[src/rtl/display_pkg.sv]
// -----------------------------------------------------------------------------
// display_pkg
// Shared types and constants for the multiplexed 8-digit display scanner.
//   scan_state_t : scan FSM states (IDLE, BLANK, SHOW)
//   NUM_DIGITS   : number of multiplexed digits
//   AN_OFF       : anode pattern with every digit dark (anodes are active-low)
//   LAST_DIGIT   : digit index scanned first in every frame
//   digit_anodes : active-low one-cold anode pattern for a digit index
// -----------------------------------------------------------------------------
package display_pkg;

  typedef enum logic [1:0] {
    IDLE  = 2'd0,
    BLANK = 2'd1,
    SHOW  = 2'd2
  } scan_state_t;

  localparam int unsigned NUM_DIGITS = 8;
  localparam logic [7:0]  AN_OFF     = 8'hFF;
  localparam logic [2:0]  LAST_DIGIT = 3'd7;

  function automatic logic [7:0] digit_anodes(input logic [2:0] idx);
    logic [7:0] pattern;
    pattern = AN_OFF;
    for (int unsigned i = 0; i < NUM_DIGITS; i++) begin
      if (idx == 3'(i)) begin
        pattern[i] = 1'b0;
      end
    end
    return pattern;
  endfunction

endpackage

[src/rtl/switch_debouncer.sv]
// -----------------------------------------------------------------------------
// switch_debouncer
// Two-flop synchronizer followed by a stable-count debouncer. A new level on
// din is accepted onto dout only after the synchronized value has differed
// from dout for DEBOUNCE_CYCLES consecutive clock cycles; any return to the
// accepted level restarts the count.
// Ports:
//   clock : system clock, rising edge
//   reset : asynchronous, active-high reset (all flops to 0)
//   din   : asynchronous raw switch input
//   dout  : debounced level
// -----------------------------------------------------------------------------
module switch_debouncer #(
  parameter int unsigned DEBOUNCE_CYCLES = 1_000_000
) (
  input  logic clock,
  input  logic reset,
  input  logic din,
  output logic dout
);

  localparam int unsigned CNT_W = $clog2(DEBOUNCE_CYCLES + 1);
  localparam logic [CNT_W-1:0] CNT_LAST = CNT_W'(DEBOUNCE_CYCLES - 1);

  logic             sync_1;
  logic             sync_2;
  logic [CNT_W-1:0] stable_cnt;
  logic [CNT_W-1:0] stable_cnt_n;
  logic             dout_n;

  always_ff @(posedge clock or posedge reset) begin
    if (reset) begin
      sync_1 <= 1'b0;
      sync_2 <= 1'b0;
    end else begin
      sync_1 <= din;
      sync_2 <= sync_1;
    end
  end

  // The count tracks how many consecutive cycles the synchronized level has
  // disagreed with dout; reaching the limit accepts it and clears the count.
  always_comb begin
    stable_cnt_n = '0;
    dout_n       = dout;
    if (sync_2 != dout) begin
      if (stable_cnt == CNT_LAST) begin
        dout_n = sync_2;
      end else begin
        stable_cnt_n = stable_cnt + CNT_W'(1);
      end
    end
  end

  always_ff @(posedge clock or posedge reset) begin
    if (reset) begin
      stable_cnt <= '0;
      dout       <= 1'b0;
    end else begin
      stable_cnt <= stable_cnt_n;
      dout       <= dout_n;
    end
  end

endmodule

[src/rtl/display_scan_ctrl.sv]
// -----------------------------------------------------------------------------
// display_scan_ctrl
// Time-multiplexed scan controller for an 8-digit common-anode display.
// Each digit gets a slot of TICK_DIV cycles: BLANK_CYCLES with every anode off
// (ghosting guard), then the remainder with that digit's anode on. Digits are
// scanned 7 down to 0; frame_tick pulses once per completed frame. The name
// select switch is debounced and only handed to the segment decoder at a frame
// boundary (or while idle), so a frame never mixes two names.
// Ports:
//   clock      : system clock, rising edge
//   reset      : asynchronous, active-high reset
//   enable     : 1 = scan, 0 = blank and return to idle
//   sw_raw     : asynchronous name-select switch
//   CountAN    : current digit index for the segment decoder
//   AN         : anodes, active-low, bit i = digit i
//   sw_sel     : debounced, frame-aligned name select
//   frame_tick : one-cycle pulse after the last slot of a frame
// -----------------------------------------------------------------------------
module display_scan_ctrl
  import display_pkg::*;
#(
  parameter int unsigned CLK_FREQ_HZ     = 100_000_000,
  parameter int unsigned REFRESH_HZ      = 1000,
  parameter int unsigned BLANK_CYCLES    = 100,
  parameter int unsigned DEBOUNCE_CYCLES = 1_000_000
) (
  input  logic       clock,
  input  logic       reset,
  input  logic       enable,
  input  logic       sw_raw,
  output logic [2:0] CountAN,
  output logic [7:0] AN,
  output logic       sw_sel,
  output logic       frame_tick
);

  localparam int unsigned TICK_DIV = CLK_FREQ_HZ / REFRESH_HZ;
  localparam int unsigned SLOT_W   = (TICK_DIV > 1) ? $clog2(TICK_DIV) : 1;

  // Terminal counts of the slot counter for each phase of a slot.
  localparam logic [SLOT_W-1:0] BLANK_LAST = SLOT_W'(BLANK_CYCLES - 1);
  localparam logic [SLOT_W-1:0] SHOW_LAST  = SLOT_W'(TICK_DIV - BLANK_CYCLES - 1);

  scan_state_t       state;
  scan_state_t       state_n;
  logic [SLOT_W-1:0] slot_cnt;
  logic [SLOT_W-1:0] slot_cnt_n;
  logic [2:0]        digit_n;
  logic [7:0]        an_n;
  logic              tick_n;
  logic              sel_n;
  logic              pending;

  switch_debouncer #(
    .DEBOUNCE_CYCLES (DEBOUNCE_CYCLES)
  ) u_debouncer (
    .clock (clock),
    .reset (reset),
    .din   (sw_raw),
    .dout  (pending)
  );

  // All outputs are registered: the comb block computes their values for the
  // state being entered, so AN/CountAN change exactly on phase boundaries.
  always_comb begin
    state_n    = state;
    slot_cnt_n = slot_cnt;
    digit_n    = CountAN;
    an_n       = AN;
    tick_n     = 1'b0;
    sel_n      = sw_sel;

    // Frame alignment of the name select: hand over the debounced level in
    // the frame_tick cycle, or at any time while the display is idle.
    if ((state == IDLE) || frame_tick) begin
      sel_n = pending;
    end

    if (!enable) begin
      state_n    = IDLE;
      slot_cnt_n = '0;
      digit_n    = LAST_DIGIT;
      an_n       = AN_OFF;
    end else begin
      case (state)
        IDLE: begin
          state_n    = BLANK;
          slot_cnt_n = '0;
          digit_n    = LAST_DIGIT;
          an_n       = AN_OFF;
        end
        BLANK: begin
          if (slot_cnt == BLANK_LAST) begin
            state_n    = SHOW;
            slot_cnt_n = '0;
            an_n       = digit_anodes(CountAN);
          end else begin
            slot_cnt_n = slot_cnt + SLOT_W'(1);
          end
        end
        SHOW: begin
          if (slot_cnt == SHOW_LAST) begin
            state_n    = BLANK;
            slot_cnt_n = '0;
            an_n       = AN_OFF;
            // 3-bit decrement wraps 0 -> 7, starting the next frame.
            digit_n    = CountAN - 3'd1;
            tick_n     = (CountAN == 3'd0);
          end else begin
            slot_cnt_n = slot_cnt + SLOT_W'(1);
          end
        end
        default: begin
          state_n    = IDLE;
          slot_cnt_n = '0;
          digit_n    = LAST_DIGIT;
          an_n       = AN_OFF;
        end
      endcase
    end
  end

  always_ff @(posedge clock or posedge reset) begin
    if (reset) begin
      state      <= IDLE;
      slot_cnt   <= '0;
      CountAN    <= LAST_DIGIT;
      AN         <= AN_OFF;
      frame_tick <= 1'b0;
      sw_sel     <= 1'b0;
    end else begin
      state      <= state_n;
      slot_cnt   <= slot_cnt_n;
      CountAN    <= digit_n;
      AN         <= an_n;
      frame_tick <= tick_n;
      sw_sel     <= sel_n;
    end
  end

endmodule

[config.mk]
export PLATFORM = sky130hd
export DESIGN_NAME = display_scan_ctrl
export DESIGN_NICKNAME = d
export VERILOG_FILES = /design/src/rtl/display_pkg.sv /design/src/rtl/switch_debouncer.sv /design/src/rtl/display_scan_ctrl.sv
export SDC_FILE = /design/constraint.sdc
export NUM_CORES = 1
export LEC_CHECK = 0
export CORE_ASPECT_RATIO = 1.2
export CORE_MARGIN = 4
export CORE_UTILIZATION = 53
export DETAILED_ROUTE_END_ITERATION = 16
export GPL_TIMING_DRIVEN = 0
export HOLD_SLACK_MARGIN = 0.06
export PLACE_DENSITY = 0.74
export SETUP_SLACK_MARGIN = 0.3
export SYNTH_ARGS = -nofsm -noshare
export SYNTH_HDL_FRONTEND = slang
export SYNTH_SLANG_ARGS = --single-unit
[constraint.sdc]
create_clock -name clock -period 1.8 [get_ports clock]
set_clock_uncertainty 0.2 [all_clocks]
set_input_delay 0.18 -clock clock [delete_from_list [all_inputs] [get_ports clock]]
set_output_delay 0.18 -clock clock [all_outputs]
set_load 0.05 [all_outputs]
==> results of run 1 <==
-- cell type report --
class	instances	area, um2	share of cell area
Clock inverter	1	5.005	0.001275
Sequential cell	55	1396	0.3556
Inverter	12	48.80	0.01243
Multi-Input combinational cell	197	1723	0.4388
Buffer	10	100.1	0.02549
Timing Repair Buffer	54	481.7	0.1227
Timing Repair inverter	1	7.507	0.001912
Clock buffer	7	86.33	0.02199
Tap cell	62	77.57	0.01976
-- cells in the mapped netlist, drive strengths merged (4+ instances only) --
cell	count
nand3	12
nand2	26
o21ai	6
mux2	10
nor2	32
inv	12
or4	4
and4	8
or3	5
o31ai	4
xor2	21
ha	12
xnor2	4
buf	7
dfrtp	44
nor4	6
a21oi	11
dfstp	11
nand4	13
-- state kept, by name, summed over array words and instances (netlist names) --
register / count
u_debouncer.sync_2: 1
frame_tick: 1
u_debouncer.sync_1: 1
sw_sel: 1
state: 2
CountAN: 3
u_debouncer.stable_cnt: 20
u_debouncer.dout: 1
slot_cnt: 17
AN: 8
-- power by group --
group / leakage, nW / internal (mW) / switching (mW) / total, mW
Combinational: 0.876 / 0.433 / 0.474 / 0.907
Sequential: 0.713 / 1.29 / 0.0404 / 1.33
Clock: 0.0482 / 0.312 / 0.394 / 0.706
-- critical path, cell delays in order, from the launching register on --
cell	delay [ns]
dfrtp_1	0.43
nor4b_2	0.32
nand4_1	0.28
o41ai_4	0.34
buf_4	0.20
buf_6	0.13
a21oi_2	0.04
-- metal layers --
layer / vias up / global-route usage / part of all wire
li1: 1093 / - / -
met1: 1168 / 0.2354 / 0.41
met2: 43 / 0.3835 / 0.55
met3: 13 / 0.04091 / 0.028
met4: 0 / 0.07631 / 0.019
met5: - / 0 / 0
-- timing repair --
item	4_1_cts	5_1_grt
hold buffers	0	0
pin swaps	18	13
buffers inserted	28	7
endpoints found under the setup margin	66	66
gates cloned	3	1
gates resized for setup	122	56
-- worst min path at each step --
stage | start | to | cells past startpoint | slack (ns)
final | sw_raw | u_debouncer.sync_1 | 1 | 0.1
after global routing | sw_raw | u_debouncer.sync_1 | 1 | 0.09
after CTS | sw_raw | u_debouncer.sync_1 | 1 | 0.1
after detailed placement | u_debouncer.sync_1 | u_debouncer.sync_2 | 0 | 0.14
after global placement | u_debouncer.sync_1 | u_debouncer.sync_2 | 0 | 0.13
after floorplan | sw_raw | u_debouncer.sync_1 | 0 | 0.01
-- cells by family after synthesis --
kind of cell / Yosys count
mux: 11
buf+inv: 22
compound gates: 31
xor+xnor: 25
fa+ha+maj: 12
simple gates: 118
flops: 55
-- metrics by stage --
stage          utilization  hold WS [ns]  power, mW  setup slack (ns)
6_report            0.7463       0.09775      2.943           -0.2546
5_1_grt             0.7463       0.09266      3.082           -0.2873
4_1_cts             0.7027       0.09863      2.872           -0.1272
3_5_place_dp        0.6050        0.1371      1.878           -0.4333
3_3_place_gp        0.6050        0.1330      1.864           -0.4110
2_1_floorplan            -       0.01143      1.757           -0.1547
==> metrics.yaml, run 1 <==
routing:
  drtIter0Drc: 102
  wirelength_um: 7071
  dr.pass1.iters: 4
  post-route-drc-count: 0
  routedWlPerCell_um: 17.72
  vias_per_cell: 5.807
  ant_nets: 0
  vias: 2317
cts:
  clkTransAtPathRegs_ns: 0.09
  clock_path_buffers: 2
  cts-root-buf: "clkbuf_8"
  clkSinkCount: 55
  clkLatencyLatePin_ns: 0.31
  tritoncts: "built"
  cts-buffers-inserted: 5
  htreeDepth: 2
critical_path:
  timing.rr.start: "u_debouncer.stable_cnt[15]"
  cp-startpoint: "u_debouncer.stable_cnt[15]"
  path_class: "flop to flop"
  reg2reg_slack_ns: -0.25
  r2r_end: "u_debouncer.stable_cnt[16]"
  worstPathArrival_ns: 2.05
  crit_required_ns: 1.80
  cp-end-kind: "flop"
  cp-start-kind: "flop"
  reg2regPathDepth: 6
  critPathCapture: "u_debouncer.stable_cnt[16]"
  crit_fanout: 5
power_and_ir_drop:
  leakage_nw: 1.638
  ir_worst_vdd_v: 0.0005471
  pwr_density_cell_nw_per_um2: 749.5
final_layout:
  drive_gt1_frac: 0.5015
  antenna_cells: 0
  final_nets: 352
  area_growth_pct: 36.61
  fin_cells: 399
  n_fill_cell: 332
  layout_common_cells: "dfrtp_1 (39), buf_4 (30), nor2_2 (26)"
  final_common_cell: "dfrtp_1"
  stdcell_area_um2: 3926
timing:
  post-route-period-util: 1.141
  finalSetupViolCount: 51
  finalWorstSetupSlack_ns: -0.2546
  slew_headroom: 0.5770
  timing.setup.tns_ns: -9.241
  tightest_slew_ns: 0.6332
  period_minus_slack_ns: 2.055
  rsz0062_at_grt: "yes"
  max_freq_ghz: 0.4867
  hold_viol: 0
  final_max_slew_viol_count: 0
logic_synthesis:
  synth_edf_count: 0
  netlist_instances: 274
  synth.ff_latch_count: 55
  yosys.area.top_type_share: 0.3831
  synthSimpleGateAreaFrac: 0.2329
  syn-mean-instance-area_um2: 10.49
  synth_nets: 290
  synth_top_family_by_area: "simple AND/OR/NAND/NOR gates"
  synthXorXnorAreaFrac: 0.07619
  ys_seq_area_frac: 0.4837
  yosys-top-cells-area: "dfrtp_1 (38%), dfstp_2 (10%), xor2_1 (6.4%), ha_1 (5.2%), nor2_1 (4.0%)"
  ys.flop_type: "dfrtp_1"
  async_flop_share: 1.000
  yosysTopAreaCell: "dfrtp_1"
  synth_compound_area_frac: 0.07444
  ys_warn_count: 0
  synth_fa_ha_area_frac: 0.05224
  synth.distinct_cells: 45
  synth_area_um2: 2874
  muxShareOfSynthArea: 0.04266
grt:
  antenna_found_initial: 0
  grt_pass1_wl_um: 10770
  track_usage: 0.2088
  grt_pass1_vias: 2360
  grt_max_degree: 56
  grt-ovfl-total: 0
run_status:
  violations: "negative setup slack"
  status: "finished with violations"
floorplanning:
  die_x_um: 75.22
  die_area_um2: 6669
  ios: 17
  num_rows: 29
  die_h_um: 88.67
  start_util: 0.5463
  core_um2: 5261
min_path:
  hold_path.class: "input pin to flop"
place:
  numPortBuffers: 16
  place_area_um2: 3183
  dpl.cell_count: 352
  post-dp-hpwl_um: 3575
  gp_congestion: 0.8348
job:
  cap_violations: 0
Note: power is estimated with default switching activity, not from simulation.
==> inputs of run 2 (changes only) <==
--- a/config.mk
+++ b/config.mk
@@ -16,3 +16,4 @@
 export SYNTH_ARGS = -nofsm -noshare
 export SYNTH_HDL_FRONTEND = slang
 export SYNTH_SLANG_ARGS = --single-unit
+export TNS_END_PERCENT = 100
==> results of run 2 <==
Final layout, timing and power as in run 1 (identical DEF).
==> inputs of run 3 (changes only) <==
--- a/config.mk
+++ b/config.mk
@@ -13,6 +13,7 @@
 export HOLD_SLACK_MARGIN = 0.06
 export PLACE_DENSITY = 0.74
 export SETUP_SLACK_MARGIN = 0.3
+export SLEW_MARGIN = 20
 export SYNTH_ARGS = -nofsm -noshare
 export SYNTH_HDL_FRONTEND = slang
 export SYNTH_SLANG_ARGS = --single-unit
==> metrics.yaml, run 3 (synthesized netlist as in run 1, its figures left out) <==
run_status:
  status: "finished with violations"
  violations: "negative setup slack"
place:
  numPortBuffers: 16  # unchanged
  post-dp-hpwl_um: 3729  # +4.3%
  gp_congestion: 0.8348  # unchanged
  place_area_um2: 3203  # +0.63%
  place_ws_ns: -0.4370  # -0.003659 ns
timing:
  max_freq_ghz: 0.4996  # +2.6%
  finalWorstSetupSlack_ns: -0.2016  # +0.05302 ns
  rsz0062_at_grt: "yes"
  period_minus_slack_ns: 2.002  # -0.05302 ns
  hold_viol: 0  # unchanged
  final_max_slew_viol_count: 0  # unchanged
  tightest_slew_ns: 0.5625  # -0.07073 ns
  post-route-period-util: 1.112  # -0.02946
  finalSetupViolCount: 52  # +2.0%
  slew_headroom: 0.6242  # +0.04725
final_layout:
  final_common_cell: "dfrtp_1"
  largestRegisters: "u_debouncer.stable_cnt (20), slot_cnt (17), AN (8)"
  area_growth_pct: 43.10
  layout_common_cells: "dfrtp_1 (40), buf_4 (39), nand2_1 (24)"
  antenna_cells: 0  # unchanged
  drive_gt1_frac: 0.5171  # +0.01566
  largest_reg_flops: 20  # unchanged
  final_nets: 365  # +3.7%
  largest_register: "u_debouncer.stable_cnt"
  stdcell_area_um2: 4113  # +4.7%
routing:
  ant_nets: 0  # unchanged
  wirelength_um: 7264  # +2.7%
  vias: 2374  # +2.5%
  dr.pass1.iters: 5  # +1
  vias_per_cell: 5.762  # -0.77%
  routedWlPerCell_um: 17.63  # -0.51%
  drtIter0Drc: 136  # +33%
  post-route-drc-count: 0  # unchanged
cts:
  htreeDepth: 2  # unchanged
  cts-buffers-inserted: 5  # unchanged
  clkSinkCount: 55  # unchanged
  cts-hold-fix-buffers: 0  # unchanged
  clkLatencyLatePin_ns: 0.31  # about the same
  clkTransAtPathRegs_ns: 0.11  # +0.02 ns
  clock_path_buffers: 2  # unchanged
  cts-root-buf: "clkbuf_8"
  tritoncts: "built"
floorplanning:
  die_h_um: 88.67  # unchanged
  core_um2: 5261  # unchanged
  start_util: 0.5463  # unchanged
  num_rows: 29  # unchanged
  ios: 17  # unchanged
  die_x_um: 75.22  # unchanged
  die_area_um2: 6669  # unchanged
critical_path:
  cp-startpoint: "slot_cnt[9]"
  cp-end-kind: "flop"
  cp-start-kind: "flop"
  timing.rr.start: "slot_cnt[9]"
  worstPathArrival_ns: 2.06  # about the same
  crit_required_ns: 1.86  # +0.06 ns
  path_class: "flop to flop"
  crit_fanout: 8  # +3
grt:
  grt-ovfl-total: 0  # unchanged
  grt_pass1_wl_um: 11120  # +3.2%
  antenna_found_initial: 0  # unchanged
  grt_pass1_vias: 2354  # -0.25%
  grt_max_degree: 32  # -43%
  track_usage: 0.2170  # +0.008205
min_path:
  hold_path.class: "input pin to asynchronous set/reset pin"
power_and_ir_drop:
  ir_worst_vdd_v: 0.0006159  # +13%
  pwr_density_cell_nw_per_um2: 759.4  # +1.3%
  leakage_nw: 1.737  # +6.1%
job:
  cap_violations: 0  # unchanged
[run 3: cell type report]
type                       instances  area (um2)
timing repair buffer              68       630.6
inverter                          12       48.80
clock buffer                       8       101.3
tap                               62       77.57
sequential                        55        1395
fill                             309        1149
multi-input combinational        197        1757
buffer                            10       102.6
[run 3: worst max-delay path: stages (launching register included)]
cell and delay, ns:
dfrtp_1 0.48, nor4_4 0.42, a41oi_4 0.22, nor2_4 0.18, buf_12 0.15, mux2_4 0.30
[run 3: metrics by stage]
step           power, mW    util  TNS (ns)  hold slack (ns)  std cells
2_1_floorplan      1.757       -    -2.621          0.01143        274
3_3_place_gp       1.864  0.6050    -10.67           0.1330        352
3_5_place_dp       1.883  0.6088    -12.20           0.1403        353
4_1_cts            2.983  0.7296    -3.597          0.07165        397
5_1_grt            3.246  0.7817    -11.00          0.09772        412
6_report           3.123  0.7817    -6.722          0.06070        412
[run 3: worst paths after layout]
check / end / slack, ns / cells past startpoint
setup / recovery: AN[1] / -0.20 / 5
hold / removal: state[1] / 0.06 / 2
setup reg to reg: AN[1] / -0.20 / 5
hold reg to reg: u_debouncer.sync_2 / 0.16 / 0
max in group asynchronous: CountAN[2] / 0.74 / 3
min in group clock: u_debouncer.sync_1 / 0.11 / 1
[run 3: power by group]
part / internal, mW / switching [mW]
clock: 0.362 / 0.405
sequential: 1.29 / 0.0316
combinational: 0.519 / 0.517
[run 3: timing repair]
item                                    in CTS  in global routing
endpoints found under the setup margin      66                 62
pin swaps                                   16                 15
gates resized for setup                    141                 46
cloned                                       3                  0
setup buffers                               33                 15
[run 3: per-layer routing]
metal	up-vias	global-route usage	share of wire
met5	-	0	0
met4	0	0.08108	0.030
met3	26	0.03409	0.030
met2	49	0.3803	0.53
met1	1184	0.2657	0.40
li1	1115	-	-
